<file path="config.mk">
export PLATFORM = sky130hd
export DESIGN_NAME = mcu_control_unit_flat
export DESIGN_NICKNAME = d
export VERILOG_FILES = /design/src/rtl/mcu_pkg.sv /design/src/rtl/mcu_if.sv /design/src/rtl/mcu_decoder.sv /design/src/rtl/mcu_control_unit.sv /design/src/flat_wrapper.sv
export SDC_FILE = /design/constraint.sdc
export NUM_CORES = 1
export LEC_CHECK = 0
export CORE_ASPECT_RATIO = 0.75
export CORE_MARGIN = 2
export CORE_UTILIZATION = 65
export DETAILED_ROUTE_END_ITERATION = 10
export DONT_BUFFER_PORTS = 1
export GPL_TIMING_DRIVEN = 0
export PLACE_DENSITY = 0.8
export SYNTH_ARGS = -nofsm -noshare
export SYNTH_HDL_FRONTEND = slang
export SYNTH_HIERARCHICAL = 1
export SYNTH_SLANG_ARGS = --single-unit
</file>
<file path="constraint.sdc">
create_clock -name clk -period 2.4 [get_ports clk]
set_input_delay 0.24 -clock clk [delete_from_list [all_inputs] [get_ports clk]]
set_output_delay 0.24 -clock clk [all_outputs]
set_load 0.02 [all_outputs]
</file>
<file path="src/rtl/mcu_pkg.sv">
// Shared definitions for the 8-bit MCU control unit: widths, opcodes,
// FSM state encoding and the decoded-instruction bundle.
package mcu_pkg;

  localparam int PC_W    = 8;
  localparam int INSTR_W = 12;

  localparam logic [3:0] OP_NOP  = 4'h0;
  localparam logic [3:0] OP_LDA  = 4'h1;
  localparam logic [3:0] OP_LDB  = 4'h2;
  localparam logic [3:0] OP_ALU  = 4'h3;
  localparam logic [3:0] OP_JMP  = 4'h4;
  localparam logic [3:0] OP_JZ   = 4'h5;
  localparam logic [3:0] OP_OUT  = 4'h6;
  localparam logic [3:0] OP_HALT = 4'hF;

  localparam logic [2:0] ST_IDLE   = 3'd0;
  localparam logic [2:0] ST_FETCH  = 3'd1;
  localparam logic [2:0] ST_DECODE = 3'd2;
  localparam logic [2:0] ST_EXEC   = 3'd3;
  localparam logic [2:0] ST_HALT   = 3'd4;

  typedef struct packed {
    logic is_alu;
    logic is_ld_a;
    logic is_ld_b;
    logic is_jmp;
    logic is_jz;
    logic is_out;
    logic is_halt;
    logic illegal;
  } dec_t;

endpackage

</file>
<file path="src/rtl/mcu_if.sv">
// ALU operation interface: the control unit (master) drives operands, mode
// and enable; the ALU (slave) returns a combinational result and flags.
interface mcu_if;
  logic [7:0] Operand1;
  logic [7:0] Operand2;
  logic [3:0] Mode;
  logic       E;
  logic [7:0] Out;
  logic [3:0] CFlags;
  logic       Flags;

  modport master (output Operand1, Operand2, Mode, E,
                  input  Out, CFlags, Flags);
  modport slave  (input  Operand1, Operand2, Mode, E,
                  output Out, CFlags, Flags);
endinterface

</file>
<file path="src/rtl/mcu_decoder.sv">
// Combinational opcode decoder: IR -> one-hot-ish instruction class flags.
// Opcodes 7..E are undefined; they act as NOP and raise 'illegal'.
module mcu_decoder
  import mcu_pkg::*;
(
  input  logic [INSTR_W-1:0] ir_i,
  output dec_t               dec_o
);

  logic [3:0] opcode;
  assign opcode = ir_i[INSTR_W-1 -: 4];

  // Classify the opcode field
  always_comb begin
    dec_o = '0;
    unique case (opcode)
      OP_NOP:  ;
      OP_LDA:  dec_o.is_ld_a = 1'b1;
      OP_LDB:  dec_o.is_ld_b = 1'b1;
      OP_ALU:  dec_o.is_alu  = 1'b1;
      OP_JMP:  dec_o.is_jmp  = 1'b1;
      OP_JZ:   dec_o.is_jz   = 1'b1;
      OP_OUT:  dec_o.is_out  = 1'b1;
      OP_HALT: dec_o.is_halt = 1'b1;
      default: dec_o.illegal = 1'b1;
    endcase
  end

endmodule

</file>
<file path="src/rtl/mcu_control_unit.sv">
// Fetch/decode/execute sequencer for the 8-bit MCU. Each instruction takes
// FETCH (address out), DECODE (IMEM data into IR), EXEC (act, advance PC).
// Optional feature: MCU_SINGLE_STEP_EN adds a Step input that gates FETCH.
module mcu_control_unit
  import mcu_pkg::*;
(
  input  logic               clk,
  input  logic               rst_n,
  input  logic               Start,
`ifdef MCU_SINGLE_STEP_EN
  input  logic               Step,
`endif
  output logic [PC_W-1:0]    PcAddr,
  input  logic [INSTR_W-1:0] Instr,
  mcu_if.master              alu,
  output logic [7:0]         DataOut,
  output logic               OutValid,
  output logic [4:0]         FlagReg,
  output logic               Halted,
  output logic               IllegalOp
);

  logic [2:0]         state_q, state_d;
  logic [PC_W-1:0]    pc_q, pc_d;
  logic [INSTR_W-1:0] ir_q;
  logic [7:0]         acc_q, dr_q, dout_q;
  logic [3:0]         mode_q;
  logic [4:0]         flag_q;
  logic               ovld_q, ill_q;
  logic               step_ok;
  logic               in_exec;
  logic [7:0]         imm;
  dec_t               dec;

  mcu_decoder u_dec (
    .ir_i  (ir_q),
    .dec_o (dec)
  );

`ifdef MCU_SINGLE_STEP_EN
  assign step_ok = Step;
`else
  assign step_ok = 1'b1;
`endif

  assign imm     = ir_q[7:0];
  assign in_exec = (state_q == ST_EXEC);

  // Sequencer next state; Start only matters in IDLE, HALT is a sink
  always_comb begin
    state_d = state_q;
    case (state_q)
      ST_IDLE:   if (Start) state_d = ST_FETCH;
      ST_FETCH:  if (step_ok) state_d = ST_DECODE;
      ST_DECODE: state_d = ST_EXEC;
      ST_EXEC:   state_d = dec.is_halt ? ST_HALT : ST_FETCH;
      ST_HALT:   state_d = ST_HALT;
      default:   state_d = ST_IDLE;
    endcase
  end

  // Next PC: jumps load imm, everything else increments (wraps 255 -> 0)
  always_comb begin
    pc_d = pc_q + 1'b1;
    if (dec.is_jmp || (dec.is_jz && (acc_q == 8'd0))) pc_d = imm;
  end

  // FSM, PC and IR registers
  always_ff @(posedge clk or negedge rst_n) begin
    if (!rst_n) begin
      state_q <= ST_IDLE;
      pc_q    <= '0;
      ir_q    <= '0;
    end else begin
      state_q <= state_d;
      if (state_q == ST_DECODE) ir_q <= Instr;
      if (in_exec)              pc_q <= pc_d;
    end
  end

  // Datapath registers written at the end of EXEC
  always_ff @(posedge clk or negedge rst_n) begin
    if (!rst_n) begin
      acc_q  <= '0;
      dr_q   <= '0;
      mode_q <= '0;
      flag_q <= '0;
      dout_q <= '0;
      ovld_q <= 1'b0;
      ill_q  <= 1'b0;
    end else begin
      ovld_q <= 1'b0;
      if (in_exec) begin
        if (dec.is_ld_a) acc_q <= imm;
        if (dec.is_ld_b) dr_q  <= imm;
        if (dec.is_alu) begin
          acc_q  <= alu.Out;
          flag_q <= {alu.Flags, alu.CFlags};
          mode_q <= ir_q[3:0];
        end
        if (dec.is_out) begin
          dout_q <= acc_q;
          ovld_q <= 1'b1;
        end
        if (dec.illegal) ill_q <= 1'b1;
      end
    end
  end

  assign PcAddr       = pc_q;
  assign alu.Operand1 = acc_q;
  assign alu.Operand2 = dr_q;
  assign alu.E        = in_exec && dec.is_alu;
  assign alu.Mode     = alu.E ? ir_q[3:0] : mode_q;
  assign DataOut      = dout_q;
  assign OutValid     = ovld_q;
  assign FlagReg      = flag_q;
  assign Halted       = (state_q == ST_HALT);
  assign IllegalOp    = ill_q;

endmodule

</file>
<file path="src/flat_wrapper.sv">
// flat-port wrapper written by rule: the top's interface ports become plain ports
module mcu_control_unit_flat import mcu_pkg::*;
  (clk, rst_n, Start, PcAddr, Instr, DataOut, OutValid, FlagReg, Halted, IllegalOp, alu_Operand1, alu_Operand2, alu_Mode, alu_E, alu_Out, alu_CFlags, alu_Flags);
  mcu_if alu_i ();
  input  logic clk;
  input  logic rst_n;
  input  logic Start;
  output logic [PC_W-1:0] PcAddr;
  input  logic [INSTR_W-1:0] Instr;
  output logic [7:0] DataOut;
  output logic OutValid;
  output logic [4:0] FlagReg;
  output logic Halted;
  output logic IllegalOp;
  output wire logic [$bits(alu_i.Operand1)-1:0] alu_Operand1;
  output wire logic [$bits(alu_i.Operand2)-1:0] alu_Operand2;
  output wire logic [$bits(alu_i.Mode)-1:0] alu_Mode;
  output wire logic [$bits(alu_i.E)-1:0] alu_E;
  input wire logic [$bits(alu_i.Out)-1:0] alu_Out;
  input wire logic [$bits(alu_i.CFlags)-1:0] alu_CFlags;
  input wire logic [$bits(alu_i.Flags)-1:0] alu_Flags;
  assign alu_Operand1 = alu_i.Operand1;
  assign alu_Operand2 = alu_i.Operand2;
  assign alu_Mode = alu_i.Mode;
  assign alu_E = alu_i.E;
  assign alu_i.Out = alu_Out;
  assign alu_i.CFlags = alu_CFlags;
  assign alu_i.Flags = alu_Flags;
  mcu_control_unit u_core (.clk(clk), .rst_n(rst_n), .Start(Start), .PcAddr(PcAddr), .Instr(Instr), .alu(alu_i), .DataOut(DataOut), .OutValid(OutValid), .FlagReg(FlagReg), .Halted(Halted), .IllegalOp(IllegalOp));
endmodule
</file>
==> impl_metrics.ini <==
[status]
status = complete, no violations

[clock_tree]
clk_latency_ns = 0.34
root_buffer = clkbuf_8
clockBufferDepth = 2
post-cts-setup-buffers = 0
cts_tree = built
htree_levels = 3
clock_sinks = 58
cts.clk_slew.worst_paths_ns = 0.06
cts_buffers = 9

[timing]
fin_setup_tns_ns = 0
final_hold_viol_count = 0
maxSlewViolCount = 0
finClkSkew_ns = 0.00822
slew_headroom_pct = 38.6
setup_viol = 0
tightest_slew_ns = 0.919
worst_hold_slack_ns = 0.0343
fin_crit_sh_pct = 93.3
period_needed_ns = 2.24
max_freq_mhz = 446
rsz0062_at_grt = false

[routing]
drc = 0
vias_per_cell = 6.23
wl_per_cell_um = 20.2
routed_wirelength_mm = 5.61
vias = 1731
first_iter_violations = 104
drtPass1Iterations = 4
ant_nets = 0

[grt]
grt_pass1_vias = 1838
grt_overflow = 0
grt_pass1_wl_mm = 9.07
grt_max_degree = 59
antenna_found_initial = 0
grt_use_total_pct = 27.6

[synth]
syn-num-nets = 237
ys_types = 36
ys_ff_latch = 58
synthAdderAreaFrac_pct = 0.478
synthCells = 208
synth_compound_area_share_pct = 9.08
synth_top_family_by_area = multiplexers
ys_seq_area_share_pct = 55.4
synth_warnings = 6
synth.area.top_cells = dfrtp_1 (55%), mux2_2 (14%), mux2i_1 (5.4%), nand2_1 (3.0%), o21ai_0 (2.5%)
synth_mux_area_share_pct = 20.0
avgSynthCellArea_um2 = 12.6
syn_area_um2 = 2620
synth_top_cell_area_share_pct = 55.4
synthXorXnorAreaFrac_pct = 0.669
netlist.top_cell.by_area = dfrtp_1
synth-simple-area-share_pct = 11.8

[cells_and_area]
final_core_util_pct = 77.2
stdcell_count = 278
fin_nets = 250
area_delta_synth_final_pct = 10.7
drive_above_1_share_pct = 30.5
diodes = 0

[pwr]
p_per_area_nw_per_um2 = 1530
ir_drop_mv = 0.859
netSwitchingPower_mw = 1.96
leakagePower_nw = 1.31
sw_frac_of_total_pct = 44.0
clockPowerShare_pct = 17.5
seq_power_share_pct = 52.7
combPwrFrac_pct = 29.9
p_int_mw = 2.49

[critical_path]
crit_path_end_kind = output port
crit_type = flop to output port
crit_chain = nor3_1 > clkbuf_4 > nand2_1 > buf_2 > mux2_2
crit_path_top_delay_cell = dfrtp_1
critPathMaxFanout = 10
worst_path_largest_cell_delay_ns = 0.45
start_kind = flop
cp.required_ns = 2.16
cp_data_arrival_time_ns = 2.00

[floorplan]
initial_utilization_pct = 69.7
die_h_um = 59.0
chipWidth_um = 77.3
core_area_um2 = 3760
rows = 19
fp.dieArea_um2 = 4560
io_pins = 73

[hold_path]
min_path_type = input port to flop

[run]
cap_violations = 0

[placement]
place_inst = 260
gp_congestion = 0.846
place_hpwl_mm = 3.87
numPortBuffers = 0
-- synth_stat cells --
cell type / number
nand3_1: 5
buf_2: 3
mux2_2: 32
mux2_1: 2
a31oi_4: 1
and2_1: 1
and3_1: 2
nor4b_4: 1
a21oi_1: 1
and3b_1: 1
o21ai_0: 13
mux2i_1: 14
a21oi_2: 5
a2bb2oi_2: 1
nor3b_1: 1
nor3b_2: 1
nand4_1: 3
and3_2: 1
xnor2_1: 2
o21bai_1: 1
o21ai_1: 1
ha_1: 1
nand3b_1: 1
a21o_1: 2
a211o_1: 1
nor2_1: 6
o311ai_2: 1
inv_1: 5
nand2b_1: 4
dfrtp_1: 58
buf_4: 3
nand2_4: 2
nand2_1: 21
buf_6: 1
a2bb2oi_1: 4
nor3_1: 6
-- state kept, by name, indices dropped and copies added, names as in the netlist --
name                 cells
u_core/alu.Operand1      8
u_core/DataOut           8
u_core/OutValid          1
u_core/mode_q            4
u_core/alu.Operand2      8
u_core/FlagReg           5
u_core/ir_q             12
u_core/PcAddr            8
u_core/IllegalOp         1
u_core/state_q           3
-- worst max-delay path: cells and delay by family (launching register included) --
| kind | cells | cell delay, ns |
|---|---|---|
| AND/OR/NAND/NOR | 2 | 0.35 |
| buffers and inverters | 2 | 0.50 |
| flip-flops | 1 | 0.45 |
| multiplexers | 1 | 0.36 |
-- layout by cell type (no fill, tap or decap), drive strengths merged, types with 3 or more instances in the layout --
cell and n:
dfrtp 58, a2bb2oi 5, nand2b 4, buf 7, nand4 3, inv 5, mux2i 14, nor2 6
nand2 23, a21oi 6, nor3 6, clkbuf 12, and3 3, nand3 5, clkinv 3, mux2 34
o21ai 14
-- final cells by class --
cell class / count / area (um^2)
sequential: 58 / 1450
tap: 52 / 65.1
clock buffer: 11 / 141
fill: 259 / 857
inverter: 5 / 18.8
multi-input combinational: 138 / 1100
clock inverter: 5 / 30.0
buffer: 7 / 51.3
timing repair buffer: 2 / 37.5
-- final timing paths --
check / from / to / slack [ns] / cells after the start
max in group asynchronous: rst_n / u_core/state_q[0] / 1.73 / 2
hold reg to reg: u_core/state_q[2] / u_core/state_q[0] / 0.52 / 1
min in group asynchronous: rst_n / u_core/mode_q[0] / 0.42 / 2
setup reg to reg: u_core/ir_q[11] / u_core/PcAddr[5] / 0.56 / 7
setup / recovery: u_core/ir_q[11] / alu_Mode[3] / 0.16 / 5
hold / removal: Instr[0] / u_core/ir_q[0] / 0.03 / 2
-- logic make-up after synthesis --
family	after synthesis
flip-flops	58
AND/OR/NAND/NOR	56
multiplexers	48
AO/OA/AOI/OAI	31
buffers and inverters	12
XOR/XNOR	2
adder cells (fa/ha/maj)	1
-- power groups by stage --
stage               combinational [mW]  sequential [mW]  clock (mW)
finish                            1.33             2.34       0.776
global route                      1.46             2.41       0.836
CTS                               1.32             2.33       0.789
detailed placement                1.28             2.35           0
global placement                  1.20             2.32           0
floorplan                         1.08             2.19           0
-- metal layers --
layer	wire [um]	GRT usage (%)	vias up
met5	0	0	-
met4	140	14.5	0
met3	436	11.3	11
met2	2740	45.2	68
met1	2300	31.8	877
li1	-	-	775
-- per-stage QoR --
| step | setup slack [ns] | cell area (um^2) | power (mW) |
|---|---|---|---|
| final | 0.160 | 2900 | 4.45 |
| after global routing | 0.0445 | 2900 | 4.71 |
| after CTS | 0.0587 | 2890 | 4.44 |
| after detailed placement | 0.243 | 2680 | 3.63 |
| after global placement | 0.344 | 2680 | 3.51 |
| after floorplan | 0.505 | 2620 | 3.27 |
-- timing repair --
item / in CTS / in global routing
setup endpoints to repair: 1 / 4
hold buffers: 2 / 0
gates resized for setup: 1 / 2
endpoints found under the hold margin: 58 / 0
Power figures use the tool's default switching activity.
